===== src/rtl/count_mod_updown.sv =====
// Modulo-N up/down counter with load, wrap/saturate mode and cascade flags.
// tc is combinational so a chained stage steps on this stage's wrap/limit edge.
module count_mod_updown #(
  parameter int WIDTH    = 4,
  parameter int MODULUS  = 10,
  parameter bit SATURATE = 1'b0
) (
  input  logic             clk,
  input  logic             rst,
  input  logic             en,
  input  logic             up,
  input  logic             load,
  input  logic [WIDTH-1:0] load_val,
  output logic [WIDTH-1:0] count,
  output logic             tc,
  output logic             wrapped,
  output logic             sat
);

  localparam longint unsigned MAXMOD =
    64'd1 << WIDTH;

  if (MODULUS < 2 ||
      longint'(MODULUS) > MAXMOD) begin : g_bad_mod
    $error("MODULUS out of range 2..2**WIDTH");
  end

  localparam logic [WIDTH-1:0] LAST =
    WIDTH'(MODULUS - 1);

  logic [WIDTH-1:0] term;
  logic [WIDTH-1:0] load_clamp;
  logic [WIDTH-1:0] count_nxt;
  logic             at_term;
  logic             wrapped_nxt;
  logic             sat_nxt;

  // Terminal value follows direction; tc masked by reset and load.
  always_comb begin
    term       = up ? LAST : '0;
    at_term    = (count == term);
    tc         = en & ~load & ~rst & at_term;
    load_clamp = (load_val > LAST) ? LAST
                                   : load_val;
  end

  // Next-state selection: load beats count, enabled step wraps or holds.
  always_comb begin
    count_nxt   = count;
    wrapped_nxt = 1'b0;
    sat_nxt     = sat;
    unique case (1'b1)
      load: begin
        count_nxt = load_clamp;
        sat_nxt   = 1'b0;
      end
      (~load & en & at_term): begin
        if (SATURATE) begin
          sat_nxt = 1'b1;
        end else begin
          count_nxt   = up ? '0 : LAST;
          wrapped_nxt = 1'b1;
          sat_nxt     = 1'b0;
        end
      end
      (~load & en & ~at_term): begin
        count_nxt = up ? count + WIDTH'(1)
                       : count - WIDTH'(1);
        sat_nxt   = 1'b0;
      end
      default: begin
      end
    endcase
  end

  // State register with synchronous reset.
  always_ff @(posedge clk) begin
    if (rst) begin
      count   <= '0;
      wrapped <= 1'b0;
      sat     <= 1'b0;
    end else begin
      count   <= count_nxt;
      wrapped <= wrapped_nxt;
      sat     <= sat_nxt;
    end
  end

endmodule


===== config.mk =====
export PLATFORM = sky130hd
export DESIGN_NAME = count_mod_updown
export DESIGN_NICKNAME = d
export VERILOG_FILES = /design/src/rtl/count_mod_updown.sv
export SDC_FILE = /design/constraint.sdc
export NUM_CORES = 1
export LEC_CHECK = 0
export CORE_MARGIN = 1
export CORE_UTILIZATION = 30
export DETAILED_ROUTE_END_ITERATION = 8
export HOLD_SLACK_MARGIN = 0.08
export PLACE_DENSITY = 0.7
export SYNTH_ARGS = -nofsm -noshare
export SYNTH_HDL_FRONTEND = slang
export SYNTH_SLANG_ARGS = --single-unit

===== constraint.sdc =====
create_clock -name clk -period 4.4 [get_ports clk]
set_clock_uncertainty 0.2 [all_clocks]
set_input_delay 1.32 -clock clk [delete_from_list [all_inputs] [get_ports clk]]
set_output_delay 1.32 -clock clk [all_outputs]
set_load 0.02 [all_outputs]

* After elaboration in Yosys (flattened, before gate mapping)
Cells that the tools add are included.
** Cells by class
- Add/subtract/negate cells :: 2
- Magnitude comparators :: 1
- Eq/ne operators :: 1
- Multiplexer cells :: 6
- Bitwise gates (word level) :: 8
- Reduce and logical (&&, ||, !) cells :: 1
** Operators with widths (number)
- $mux 4 :: 4
- $pmux 4 s3 :: 1
- $and 1x1->1 :: 5
- $add 4x1->4 const B :: 1
- $eq 4x4->1 :: 1
- $gt 4x4->1 const B :: 1
- $sub 4x1->4 const B :: 1
- $not 1->1 :: 3
- $reduce_bool 3->1 :: 1
- $mux 1 :: 1
** Storage, ports and cells
- Bits in registers :: 5
- Input bits :: 9
- Output and inout bits :: 7

* Depth between registers and ports, before layout
Gate-level depths: netlist of the first run.
- Depth in word-level cells :: 5
- Mapped depth :: 6
- Depth with buffers taken out :: 6

* Least setup slack after synthesis of the first run
Ideal clock, no wire load.
- Path kind :: input-to-output
- Start point :: input port up
- End point :: output port tc
- Arrival time :: 2.174 ns
- Required time :: 2.880 ns
- Setup slack :: 0.706 ns
- Cell stages on the path :: 3
- Buffers on the path :: 0
- Cell sequence :: nor3_1 o21ai_4 nor3_1
** On the way
- Word-level cells in the longest chain between the ends :: 3
** Ends and longest elaborated chain
- start, declared :: RTL line 11 : input logic up,
- $mux 4 :: RTL line 40 : term = up ? LAST : '0;
- $eq 4x4->1 :: RTL line 41 : at_term = (count == term);
- $and 1x1->1 :: RTL line 42 : tc = en & ~load & ~rst & at_term;
- end, declared :: RTL line 15 : output logic tc,
Every way passes these cells.

* Worst setup path in the final report of the first run
Same ends and word-level chain as after synthesis.

==> reports/metrics.cfg, run 1 <==
[outcome]
status=finished, final reports clean

[clock_network]
postCtsHoldBufs=0
cts_tree=done
clock_latency_ns=0.25
post_cts_buffers=0
cts_buffers=3
clock-sinks=5
clk_pin_slew_ns=0.05
cts_resized=2
cts_root_buf=clkbuf_4
cts-htree-levels=1
cts_buffer_depth=2

[global_routing]
grt_start_max_net_pins=9
gr-usage-all-layers=0.1761
grt_pass1_vias=405
overflow=0
grt_pass1_wl_mm=1.711
antenna_found_initial=0

[synthesis]
ys_ff_latch=5
synth_edf_count=0
synth_warnings=0
avgSynthCellArea_um2=8.650
syn_area_um2=397.9
yosys.area.top_type_share=0.2516
synth-async-reset-ratio=0
ys_types=26
synth.area.top_cells=dfxtp_1, ha_1, fa_1
syn_inst=46
yosys.area.top_type=dfxtp_1
yosys-top-cells-count=dfxtp_1, inv_1, nor3_1, nand2b_1, nor2_1
synth_seq_area_share=0.2516
syn_nets=58
synth_ff_type=dfxtp_1

[sta]
setup-tns-final_ns=0
finalSetupViolations=0
grt_setup_unrepaired=false
fmax_mhz=241.9
min_period_over_period=0.9397
period_minus_slack_ns=4.135
setup_ws_ns=0.2653
slew_viol_final=0
hold_violations=0

[setup_path]
setup.worst_path.class=in2out
crit_chain=clkdlybuf4s50_1 -> and3_4 -> o21ai_4 -> nor3_1 -> dlygate4sd2_1
crit_path_max_fanout=3
max_stage_delay_ns=0.52
worstPathArrival_ns=2.61
crit_required_ns=2.88
setup.worst_path.end_class=primary output
cp-start-kind=primary input
slowest_stage=clkdlybuf4s50_1

[floorplanning]
die_x_um=38.42
core_um2=1171
die_area_um2=1476
die_y_um=38.42
pin_count=16
rows=12
start_util=0.3397

[route]
drt_iter0_drc=9
drc_errors=0
drt-pass1-iter-count=4
wirelength_um=966
post_drt_wl_per_cell_um=11.78
final_antenna_net_count=0
viasPerCell=5.049
vias=414

[power]
pwr-share-seq=0.322
switchingPower_uw=55.05
clkPwrFrac=0.325
power_density_nw_per_um2=276.9
swShare=0.3217
power.combinational.fraction=0.352
p_leak_uw=0.0002574
irDropWorstVdd_mv=0.1380
intPower_uw=116.1

[placement]
place_ws_ns=-0.02500
hpwl_um=778.7
portBuffers=14
gp_congestion=0.8200

[finish]
diodes=0
drive_gt1_frac=0.2059
nFillCells=119
regArea_um2=100.1
finalNetCount=81
multi_input_area_um2=271.5
syn2layout_area_growth_pct=55.35

[hold_path]
hold_class=reg2reg

[run]
cap_violations=0

==> logic make-up (layout without fill, tap and decap cells) <==
group,after synthesis,after routing,synth area share
fa+ha+maj,3,3,0.1132
xor+xnor,4,4,0.08807
simple gates,15,15,0.2139
compound gates,11,11,0.2453
flops,5,5,0.2516
buf+inv,7,29,0.07862
other cells,1,1,0.009425
==> stage by stage <==
step,power [µW],hold slack (ns),utilization,cell area (µm²),instances
floorplan,89.04,0.4525,-,397.9,46
global placement,114.9,0.4101,0.5021,588.1,78
detailed placement,116.0,0.4182,0.5021,588.1,78
CTS,173.1,0.4242,0.5278,618.1,82
global route,182.1,0.4557,0.5278,618.1,82
finish,171.2,0.4227,0.5278,618.1,82
==> power by group through the flow <==
stage	combinational [µW]	sequential, µW	clock [µW]
final	60.3	55.2	55.7
after global routing	66.9	55.8	59.5
after CTS	60.8	55.3	57.1
after detailed placement	60.2	55.8	0
after global placement	59.3	55.5	0
after floorplan	30.2	58.8	0
==> worst max-delay path, delay by kind of cell <==
| kind | cells | cell delay [ns] |
|---|---|---|
| buffers and inverters | 2 | 0.87 |
| AND/OR/NAND/NOR | 2 | 0.36 |
| AO/OA/AOI/OAI | 1 | 0.06 |
==> sequential cells by signal (all words and copies together) (netlist names) <==
name / cells
count: 4
wrapped: 1
==> cell usage in the layout (no fill, tap or decap), drive strengths merged, types with 2 or more instances in the layout <==
master / count
o21ai: 2
xor2: 2
nor2: 3
inv: 5
clkdlybuf4s50: 13
nand2b: 3
clkbuf: 4
nor3: 4
xnor2: 2
ha: 2
buf: 6
a221oi: 2
a21oi: 3
dfxtp: 5
==> layer usage <==
metal / vias to the layer above / GRT usage / wire length [µm]
met5: - / 0 / 0
met4: 0 / 0.07759 / 17
met3: 4 / 0.08721 / 45
met2: 12 / 0.2669 / 460
met1: 193 / 0.2070 / 442
li1: 205 / - / -
==> final timing paths <==
check / startpoint / end / slack, ns / cells past startpoint
max: up / tc / 0.27 / 5
min: count[1] / count[1] / 0.42 / 2
max reg2reg: count[0] / count[2] / 2.52 / 5
min reg2reg: count[1] / count[1] / 0.42 / 2
==> cell type report <==
cell class / instances / share of cell area
Multi-Input combinational cell: 34 / 0.4393
Clock buffer: 4 / 0.04251
Sequential cell: 5 / 0.1619
Tap cell: 14 / 0.02834
Inverter: 5 / 0.03036
Timing Repair Buffer: 20 / 0.2976
Power figures use the tool's default switching activity.
==> run 2: changes to the inputs <==
- CAP_MARGIN: not set -> 10
- CORE_MARGIN: 1 -> 1.5
- CTS_CLUSTER_SIZE: not set -> 24
==> reports/metrics.cfg, run 2 (synthesized netlist as in run 1, its figures left out) <==
[setup_path]
crit_chain=clkdlybuf4s50_1 -> and3_4 -> o21ai_4 -> nor3_1 -> dlygate4sd2_1
cp-start-kind=primary input
setup.worst_path.class=in2out
setup.worst_path.end_class=primary output
critical_path_buf_inv_count=2  ; unchanged
crit_path_max_fanout=3  ; unchanged
slowest_stage=clkdlybuf4s50_1
regToRegSetupSlack_ns=2.53  ; about the same
crit_required_ns=2.88  ; about the same
critical_path.top_delay_family=buffers and inverters
worstPathArrival_ns=2.61  ; about the same
max_stage_delay_ns=0.52  ; about the same

[finish]
finalNetCount=81  ; unchanged
diodes=0  ; unchanged
drive_gt1_frac=0.2059  ; unchanged
largest_reg_flops=4  ; unchanged
layout_common_cells=clkdlybuf4s50_1, buf_4, inv_1, dfxtp_1
largestRegisters=count: 4 flops, wrapped: 1 flops
top_register=count
final_cells=82  ; unchanged
final_cell_area_um2=618.1  ; unchanged
utilization=0.5278  ; unchanged
final_common_cell=clkdlybuf4s50_1
nFillCells=119  ; unchanged
syn2layout_area_growth_pct=55.35  ; unchanged

[global_routing]
grt_start_max_net_pins=9  ; unchanged
grt_pass1_wl_mm=1.511  ; -12%
overflow=0  ; unchanged
antenna_found_initial=0  ; unchanged
grt_pass1_vias=386  ; -4.7%
gr-usage-all-layers=0.1471  ; -0.02906

[sta]
period_minus_slack_ns=4.128  ; -0.006405 ns
hold_violations=0  ; unchanged
min_period_over_period=0.9382  ; -0.001456
hold_ws_ns=0.4064  ; -0.01624 ns
slew_viol_final=0  ; unchanged
grt_setup_unrepaired=false
finalSetupViolations=0  ; unchanged
fmax_mhz=242.2  ; +0.16%

[clock_network]
postCtsHoldBufs=0  ; unchanged
cts_buffer_depth=2  ; unchanged
clk_pin_slew_ns=0.05  ; about the same
cts_buffers=3  ; unchanged
cts_root_buf=clkbuf_4
clock-sinks=5  ; unchanged
cts_tree=done
cts-htree-levels=1  ; unchanged
post_cts_buffers=0  ; unchanged
clock_latency_ns=0.24  ; about the same

[route]
drt_iter0_drc=21  ; +12
vias=408  ; -1.4%
viasPerCell=4.976  ; -1.4%
wirelength_um=923  ; -4.5%
final_antenna_net_count=0  ; unchanged
drc_errors=0  ; unchanged
drt-pass1-iter-count=4  ; unchanged
post_drt_wl_per_cell_um=11.26  ; -4.5%

[power]
irDropWorstVdd_mv=0.1966  ; +42%
intPower_uw=116.2  ; about the same
swShare=0.3118  ; -0.009871
p_leak_uw=0.0002574  ; unchanged
switchingPower_uw=52.63  ; -4.4%
finalPower_uw=168.8  ; -1.4%
clkPwrFrac=0.319  ; -0.006
power_density_nw_per_um2=273.1  ; -1.4%
pwr-share-seq=0.324  ; +0.002
power.combinational.fraction=0.357  ; +0.005

[hold_path]
hold_class=reg2reg

[floorplanning]
die_x_um=39.42  ; +2.6%
start_util=0.3397  ; unchanged
rows=12  ; unchanged
core_um2=1171  ; unchanged
pin_count=16  ; unchanged
die_area_um2=1554  ; +5.3%
die_y_um=39.42  ; +2.6%

[placement]
portBuffers=14  ; unchanged
post_dp_cell_area_um2=588.1  ; unchanged
hpwl_um=739.7  ; -5.0%
dp.cells=78  ; unchanged
gp_congestion=0.8170  ; -0.37%

[run]
cap_violations=0  ; unchanged

[outcome]
status=finished, final reports clean

-- run 2: power by group through the flow --
stage	Combinational, µW	Sequential [µW]	Clock (µW)
finish	60.3	54.7	53.8
global route	66.0	55.5	58.8
CTS	60.6	54.9	55.4
detailed placement	60.1	55.5	0
global placement	59.4	55.5	0
floorplan	30.2	58.8	0
-- run 2: layout make-up --
cell class	count	area, µm²	area share
clock buffers	4	26.28	0.04251
inverters	5	18.77	0.03036
multi-input cells	34	271.5	0.4393
flip-flops and latches	5	100.1	0.1619
well taps	14	17.52	0.02834
repair buffers	20	183.9	0.2976
-- run 2: per-stage QoR --
| stage | setup slack, ns | setup TNS (ns) |
|---|---|---|
| 5_1_grt | 0.2212 | 0 |
| 4_1_cts | 0.2592 | 0 |
| 3_5_place_dp | -0.02580 | -0.02580 |
| 2_1_floorplan | 0.7064 | 0 |
| 3_3_place_gp | -0.003687 | -0.003687 |
| 6_report | 0.2717 | 0 |
-- run 2: final timing paths --
| kind | start | endpoint | depth (start not counted) |
|---|---|---|---|
| max | up | tc | 5 |
| min | count[1] | count[1] | 2 |
| max reg2reg | count[0] | count[2] | 5 |
| min reg2reg | count[1] | count[1] | 2 |
-- run 2: per-layer routing --
layer	global-route usage	vias to the layer above	wire length, µm
li1	-	207	-
met1	0.1667	186	401
met2	0.2336	15	455
met3	0.08523	0	65
met4	0.03448	0	0
met5	0	-	0
-- run 2: timing repair --
item / 4_1_cts / 5_1_grt
gates resized for setup: 2 / 0
endpoints found under the hold margin: 0 / 0
setup endpoints to repair: 1 / 0
-- run 2: worst register-to-register path, cell delays in order (launching register included) --
cell	delay, ns
dfxtp_1	0.47
inv_1	0.10
fa_1	0.41
xnor2_1	0.20
a21oi_2	0.08
a2111oi_2	0.31
==> run 3: changes to the inputs <==
- TNS_END_PERCENT: not set -> 50
==> results of run 3 <==
Same layout as run 2: the final DEF is identical, and so are final timing and power.
